===== src/rtl/pic_host_bus_master.sv =====
// Host-side bus master for an 8259-style PIC: sends the ICW/OCW1 init burst, EOI writes,
// and runs the two-pulse INTA acknowledge, capturing the vector on the second pulse.
module pic_host_bus_master #(
  parameter int PULSE_W = 2,
  parameter int GAP     = 2
) (
  input  logic       clk_i,
  input  logic       rst_i,
  input  logic       cfg_start_i,
  input  logic [7:0] cfg_icw1_i,
  input  logic [7:0] cfg_icw2_i,
  input  logic [7:0] cfg_icw3_i,
  input  logic [7:0] cfg_icw4_i,
  input  logic [7:0] cfg_ocw1_i,
  output logic       cfg_busy_o,
  output logic       cfg_done_o,
  output logic       configured_o,
  input  logic       eoi_req_i,
  input  logic [7:0] eoi_cmd_i,
  input  logic       ack_en_i,
  input  logic       int_in_i,
  output logic       cs_n_o,
  output logic       wr_n_o,
  output logic       rd_n_o,
  output logic       inta_n_o,
  output logic       a0_o,
  output logic [7:0] d_out_o,
  output logic       d_oe_o,
  input  logic [7:0] d_in_i,
  output logic [7:0] vec_o,
  output logic       vec_valid_o,
  output logic       busy_o
);

  localparam logic [2:0] IDLE     = 3'd0;
  localparam logic [2:0] W_SETUP  = 3'd1;
  localparam logic [2:0] W_STROBE = 3'd2;
  localparam logic [2:0] W_HOLD   = 3'd3;
  localparam logic [2:0] A_P1     = 3'd4;
  localparam logic [2:0] A_GAP    = 3'd5;
  localparam logic [2:0] A_P2     = 3'd6;
  localparam logic [2:0] A_DONE   = 3'd7;

  localparam logic [3:0] PW_M1  = 4'(PULSE_W - 1);
  localparam logic [3:0] GAP_M1 = 4'(GAP - 1);

  // Sequence pointer values: 0=ICW1 1=ICW2 2=ICW3 3=ICW4 4=OCW1, anything above is "done".
  localparam logic [2:0] SEQ_LAST = 3'd4;

  logic [2:0] state_q, state_d;
  logic [3:0] cnt_q, cnt_d;
  logic [2:0] seq_q, seq_d;
  logic [7:0] icw1_q, icw1_d, icw2_q, icw2_d, icw3_q, icw3_d;
  logic [7:0] icw4_q, icw4_d, ocw1_q, ocw1_d;
  logic       cfg_busy_q, cfg_busy_d;
  logic       cfg_done_q, cfg_done_d;
  logic       configured_q, configured_d;
  logic       eoi_pend_q, eoi_pend_d;
  logic [7:0] eoi_byte_q, eoi_byte_d;
  logic       a0_q, a0_d;
  logic [7:0] data_q, data_d;
  logic [7:0] vec_q, vec_d;
  logic [1:0] sync_q;

  logic       int_s;
  logic       eoi_take;
  logic       eoi_pend_eff;
  logic [7:0] eoi_byte_eff;
  logic [2:0] seq_nxt;

  assign int_s = sync_q[1];

  // Skips ICW3 in single mode (icw1[1]) and ICW4 when IC4 (icw1[0]) is clear.
  function automatic logic [2:0] next_seq(input logic [2:0] cur, input logic [7:0] icw1);
    logic [2:0] n;
    n = cur + 3'd1;
    if (n == 3'd2 && icw1[1])  n = 3'd3;
    if (n == 3'd3 && !icw1[0]) n = 3'd4;
    return n;
  endfunction

  function automatic logic [7:0] seq_byte(input logic [2:0] s, input logic [7:0] b2,
                                          input logic [7:0] b3, input logic [7:0] b4,
                                          input logic [7:0] o1);
    case (s)
      3'd1:    return b2;
      3'd2:    return b3;
      3'd3:    return b4;
      default: return o1;
    endcase
  endfunction

  // A same-cycle eoi_req counts as pending so it can win arbitration immediately.
  assign eoi_take     = eoi_req_i & configured_q;
  assign eoi_pend_eff = eoi_pend_q | eoi_take;
  assign eoi_byte_eff = eoi_take ? eoi_cmd_i : eoi_byte_q;
  assign seq_nxt      = next_seq(seq_q, icw1_q);

  always_comb begin
    state_d      = state_q;
    cnt_d        = cnt_q;
    seq_d        = seq_q;
    icw1_d       = icw1_q;
    icw2_d       = icw2_q;
    icw3_d       = icw3_q;
    icw4_d       = icw4_q;
    ocw1_d       = ocw1_q;
    cfg_busy_d   = cfg_busy_q;
    cfg_done_d   = 1'b0;
    configured_d = configured_q;
    eoi_pend_d   = eoi_pend_q;
    eoi_byte_d   = eoi_byte_q;
    a0_d         = a0_q;
    data_d       = data_q;
    vec_d        = vec_q;

    if (eoi_take) begin
      eoi_pend_d = 1'b1;
      eoi_byte_d = eoi_cmd_i;
    end

    case (state_q)
      IDLE: begin
        if (cfg_start_i) begin
          state_d      = W_SETUP;
          seq_d        = 3'd0;
          cfg_busy_d   = 1'b1;
          configured_d = 1'b0;
          eoi_pend_d   = 1'b0;
          icw1_d       = cfg_icw1_i;
          icw2_d       = cfg_icw2_i;
          icw3_d       = cfg_icw3_i;
          icw4_d       = cfg_icw4_i;
          ocw1_d       = cfg_ocw1_i;
          a0_d         = 1'b0;
          data_d       = cfg_icw1_i;
        end else if (eoi_pend_eff) begin
          state_d    = W_SETUP;
          eoi_pend_d = 1'b0;
          a0_d       = 1'b0;
          data_d     = eoi_byte_eff;
        end else if (int_s && ack_en_i && configured_q) begin
          state_d = A_P1;
          cnt_d   = PW_M1;
        end
      end
      W_SETUP: begin
        state_d = W_STROBE;
        cnt_d   = PW_M1;
      end
      W_STROBE: begin
        if (cnt_q == 4'd0) state_d = W_HOLD;
        else               cnt_d   = cnt_q - 4'd1;
      end
      W_HOLD: begin
        if (cfg_busy_q && seq_nxt <= SEQ_LAST) begin
          state_d = W_SETUP;
          seq_d   = seq_nxt;
          a0_d    = 1'b1;
          data_d  = seq_byte(seq_nxt, icw2_q, icw3_q, icw4_q, ocw1_q);
        end else begin
          state_d = IDLE;
          if (cfg_busy_q) begin
            cfg_busy_d   = 1'b0;
            cfg_done_d   = 1'b1;
            configured_d = 1'b1;
          end
        end
      end
      A_P1: begin
        if (cnt_q == 4'd0) begin
          state_d = A_GAP;
          cnt_d   = GAP_M1;
        end else begin
          cnt_d = cnt_q - 4'd1;
        end
      end
      A_GAP: begin
        if (cnt_q == 4'd0) begin
          state_d = A_P2;
          cnt_d   = PW_M1;
        end else begin
          cnt_d = cnt_q - 4'd1;
        end
      end
      A_P2: begin
        if (cnt_q == 4'd0) begin
          state_d = A_DONE;
          vec_d   = d_in_i;
        end else begin
          cnt_d = cnt_q - 4'd1;
        end
      end
      A_DONE:  state_d = IDLE;
      default: state_d = IDLE;
    endcase
  end

  always_ff @(posedge clk_i) begin
    if (rst_i) begin
      state_q      <= IDLE;
      cnt_q        <= 4'd0;
      seq_q        <= 3'd0;
      icw1_q       <= 8'h00;
      icw2_q       <= 8'h00;
      icw3_q       <= 8'h00;
      icw4_q       <= 8'h00;
      ocw1_q       <= 8'h00;
      cfg_busy_q   <= 1'b0;
      cfg_done_q   <= 1'b0;
      configured_q <= 1'b0;
      eoi_pend_q   <= 1'b0;
      eoi_byte_q   <= 8'h00;
      a0_q         <= 1'b0;
      data_q       <= 8'h00;
      vec_q        <= 8'h00;
      sync_q       <= 2'b00;
    end else begin
      state_q      <= state_d;
      cnt_q        <= cnt_d;
      seq_q        <= seq_d;
      icw1_q       <= icw1_d;
      icw2_q       <= icw2_d;
      icw3_q       <= icw3_d;
      icw4_q       <= icw4_d;
      ocw1_q       <= ocw1_d;
      cfg_busy_q   <= cfg_busy_d;
      cfg_done_q   <= cfg_done_d;
      configured_q <= configured_d;
      eoi_pend_q   <= eoi_pend_d;
      eoi_byte_q   <= eoi_byte_d;
      a0_q         <= a0_d;
      data_q       <= data_d;
      vec_q        <= vec_d;
      sync_q       <= {sync_q[0], int_in_i};
    end
  end

  logic in_write;
  assign in_write = (state_q == W_SETUP) || (state_q == W_STROBE) || (state_q == W_HOLD);

  assign cs_n_o       = ~in_write;
  assign wr_n_o       = ~(state_q == W_STROBE);
  assign rd_n_o       = 1'b1;
  assign inta_n_o     = ~((state_q == A_P1) || (state_q == A_P2));
  assign a0_o         = a0_q;
  assign d_out_o      = data_q;
  assign d_oe_o       = in_write;
  assign vec_o        = vec_q;
  assign vec_valid_o  = (state_q == A_DONE);
  assign busy_o       = (state_q != IDLE);
  assign cfg_busy_o   = cfg_busy_q;
  assign cfg_done_o   = cfg_done_q;
  assign configured_o = configured_q;

endmodule

===== config.mk =====
export PLATFORM = sky130hd
export DESIGN_NAME = pic_host_bus_master
export DESIGN_NICKNAME = d
export VERILOG_FILES = /design/src/rtl/pic_host_bus_master.sv
export SDC_FILE = /design/constraint.sdc
export NUM_CORES = 1
export LEC_CHECK = 0
export ABC_CLOCK_PERIOD_IN_PS = 2800
export CORE_MARGIN = 5
export CORE_UTILIZATION = 53
export DETAILED_ROUTE_END_ITERATION = 7
export HOLD_SLACK_MARGIN = 0.03
export PLACE_DENSITY = 0.95
export SYNTH_ARGS = -nofsm -noshare
export SYNTH_HDL_FRONTEND = slang
export SYNTH_SLANG_ARGS = --single-unit

===== constraint.sdc =====
create_clock -name clk_i -period 2.8 [get_ports clk_i]
set_input_delay 0.42 -clock clk_i [delete_from_list [all_inputs] [get_ports clk_i]]
set_output_delay 0.42 -clock clk_i [all_outputs]
set_load 0.005 [all_outputs]

==> results.toml, run 1 <==
[finish]
multi_input_area_sq_um = 1780
design_area_sq_um = 4610
instances_no_fill = 599
fill_cells = 461
final_nets = 584
regArea_sq_um = 1500
drive_gt1_frac = 0.0613
area_delta_synth_final_pct = 31.3
diodes = 0

[clocking]
htreeDepth = 3
clock_latency_ns = 0.35
cts-resized-gates = 0
clkSlewWorstSetupHoldPaths_ns = 0.07
postCtsSetupBuffers = 0
root_buffer = "clkbuf_8"
post_cts_hold_buffer_count = 0
clockBufferDepth = 2
numCtsBuffers = 9
cts_tree = "done"
clock_sinks = 75

[yosys]
ys_seq_area_frac = 0.427
synth_area_sq_um = 3510
dominantRegCellSynth = "dfxtp_1"
synth-simple-area-share = 0.224
netlist_instances = 443
synth_top_area_frac = 0.427
synth_top_family_by_area = "simple AND/OR/NAND/NOR gates"
synth_xor_area_frac = 0.00712
synth.area.mux_share = 0.0456
synthTopCellsByArea = "dfxtp_1, nand2_1, a21oi_1"
ys_types = 51
synth_compound_area_frac = 0.210
synth_area_leader_cell = "dfxtp_1"
synth_fp_nets = 510
synth_seq_cells = 75
avgSynthCellArea_sq_um = 7.93
synth_warnings = 0
async_reset_ff_frac = 0
synthAdderAreaFrac = 0.0178
synth-edff-count = 0

[sta]
setup-tns-final_ns = 0
grt_setup_unrepaired = "false"
hold_viol = 0
worst_slew_pin_slew_ns = 0.617
setup_viol = 0
slew_viol_final = 0
fmax_mhz = 407
clock_skew_ns = 0.00518
slew_headroom = 0.587
post-route-period-util = 0.878
min_period_ns = 2.46

[route]
vias_per_cell = 5.91
dr_total_vias = 3538
drc = 0
firstDrtPassIters = 5
wl_per_cell_um = 16.0
antenna_left = 0
drt_first_iter_violations = 456
wirelength_mm = 9.56

[power_and_ir_drop]
p_sw_mw = 0.726
switching_share = 0.264
p_clk_frac = 0.364
seq_power_share = 0.442
p_per_area_nw_per_um2 = 595
p_comb_frac = 0.194
p_leak_nw = 1.73
p_int_mw = 2.02
peakVddDrop_mv = 0.418

[die]
coreArea_sq_um = 6390
rows = 29
fp.dieW_um = 91.4
start_util = 0.550
die_y_um = 91.4
dieArea_sq_um = 8360
ios = 89

[job]
maxCapViolations = 0

[place]
placed_cells = 583
place_hpwl_mm = 7.07
post_dp_cell_area_sq_um = 4370
gp_congestion = 0.935
numPortBuffers = 87

[critical_path]
crit_type = "reg2reg"
critPathMaxFanout = 10
required_ns = 3.04
cp.arrival_ns = 2.70
start_kind = "flip-flop"
crit_path_end_kind = "flip-flop"

[grt]
grt_pass1_vias = 3322
antenna_found_initial = 0
grt_use_total = 0.229
grt_pass1_wl_mm = 15.8
grt_max_degree = 37
gr-total-overflow = 0

[status]
outcome = "completed"

[min_path]
hold_class = "reg2reg"
## stage by stage
step                setup slack (ns)  utilization  hold WS [ns]  total power, mW
finish                         0.340        0.722         0.452             2.75
global route                   0.194        0.722         0.472             2.86
detailed placement             0.479        0.685         0.444             1.76
floorplan                      0.887            -         0.414             1.52
global placement               0.612        0.685         0.430             1.74
CTS                            0.447        0.722         0.456             2.75
## power groups by stage
stage          Clock, mW  Sequential, mW  Combinational, mW
2_1_floorplan          0            1.20              0.317
3_3_place_gp           0            1.23              0.504
3_5_place_dp           0            1.23              0.524
4_1_cts             1.01            1.21              0.531
5_1_grt             1.05            1.22              0.588
6_report            1.00            1.21              0.533
## cells in the final DEF (no fill, tap or decap), drive strengths merged, types with 2 or more instances in the layout
master | Yosys | routed
a211o | 6 | 6
a211oi | 4 | 4
a21oi | 58 | 58
a22oi | 2 | 2
a31oi | 11 | 11
and3 | 3 | 3
buf | 18 | 8
bufinv | 0 | 3
clkbuf | 13 | 11
clkdlybuf4s50 | 0 | 86
clkinv | 0 | 2
dfxtp | 75 | 75
ha | 5 | 5
inv | 21 | 21
mux2i | 16 | 16
nand2 | 80 | 80
nand2b | 3 | 3
nand3 | 10 | 10
nand3b | 2 | 2
nand4 | 7 | 7
nor2 | 42 | 42
nor2b | 5 | 5
nor3 | 14 | 14
nor3b | 2 | 2
o211a | 2 | 2
o21ai | 18 | 18
o221a | 8 | 8
o22ai | 2 | 2
or2 | 2 | 2
## cell families (layout without fill, tap and decap cells)
logic type	count (synthesis)	count (layout)
flops	75	75
xor+xnor	2	2
fa+ha+maj	5	5
compound gates	118	118
simple gates	174	174
other cells	1	1
buf+inv	52	131
mux	16	16
## layout make-up
type / instances / area share
multi-input combinational: 316 / 0.385
inverter: 21 / 0.0171
clock buffer: 11 / 0.0306
tap: 77 / 0.0209
clock inverter: 5 / 0.0217
timing repair buffer: 94 / 0.199
sequential: 75 / 0.325
## sequential cells by signal (all words and copies together), names as in the netlist
name and count:
icw1_q 2, d_out_o 8, cfg_busy_o 1, seq_q 3, cfg_done_o 1, icw4_q 8
state_q 3, icw3_q 8, configured_o 1, icw2_q 8, a0_o 1, vec_o 8
ocw1_q 8, cnt_q 4, eoi_byte_q 8, eoi_pend_q 1, sync_q 2
## worst paths after layout
| kind | slack (ns) | cells past startpoint | endpoint | startpoint |
|---|---|---|---|---|
| min reg2reg | 0.45 | 1 | sync_q[1]$_SDFF_PP0_ | sync_q[0]$_SDFF_PP0_ |
| max reg2reg | 0.34 | 6 | seq_q[2]$_SDFFE_PP0P_ | seq_q[0]$_SDFFE_PP0P_ |
| max | 0.34 | 6 | seq_q[2]$_SDFFE_PP0P_ | seq_q[0]$_SDFFE_PP0P_ |
| min | 0.45 | 1 | sync_q[1]$_SDFF_PP0_ | sync_q[0]$_SDFF_PP0_ |
## critical path, cell delays in order (launching register included)
cell and delay (ns):
dfxtp_1 0.54, inv_1 0.14, ha_1 0.46, nand2b_1 0.15, nor2_1 0.49, o21ai_0 0.22
a221oi_1 0.36
## cell usage after synthesis, types with 2 or more instances
cell / number
nand2_1: 79
dfxtp_1: 75
a21oi_1: 57
nor2_1: 40
inv_1: 20
mux2i_1: 16
buf_2: 15
clkbuf_1: 13
nor3_1: 13
o21ai_0: 13
a31oi_1: 10
nand3_1: 10
nand4_1: 7
o221a_1: 7
a211o_1: 6
ha_1: 5
nor2b_1: 5
o21ai_1: 5
a211oi_1: 4
and3_1: 3
nand2b_1: 3
a22oi_1: 2
nand3b_1: 2
nor2_2: 2
nor3b_1: 2
o211a_1: 2
o22ai_1: 2
or2_1: 2
## layer usage
layer	track usage	wire, um	share of wire
met4	0.108	314	0.033
met1	0.280	3840	0.40
met3	0.0595	862	0.090
met2	0.373	4540	0.47
met5	0	0	0
(Power assumes the default switching activity.)
==> run 2: changes to the inputs <==
--- a/config.mk
+++ b/config.mk
@@ -8,6 +8,7 @@
 export ABC_CLOCK_PERIOD_IN_PS = 2800
 export CORE_MARGIN = 5
 export CORE_UTILIZATION = 53
+export CTS_CLUSTER_DIAMETER = 50
 export DETAILED_ROUTE_END_ITERATION = 7
 export HOLD_SLACK_MARGIN = 0.03
 export PLACE_DENSITY = 0.95
==> results of run 2 <==
Final layout, timing and power as in run 1 (identical DEF).
==> run 3: changes to the inputs <==
--- a/config.mk
+++ b/config.mk
@@ -8,7 +8,7 @@
 export ABC_CLOCK_PERIOD_IN_PS = 2800
 export CORE_MARGIN = 5
 export CORE_UTILIZATION = 53
-export CTS_CLUSTER_DIAMETER = 50
+export CTS_CLUSTER_DIAMETER = 150
 export DETAILED_ROUTE_END_ITERATION = 7
 export HOLD_SLACK_MARGIN = 0.03
 export PLACE_DENSITY = 0.95
==> results of run 3 <==
Final layout, timing and power as in run 1 (identical DEF).
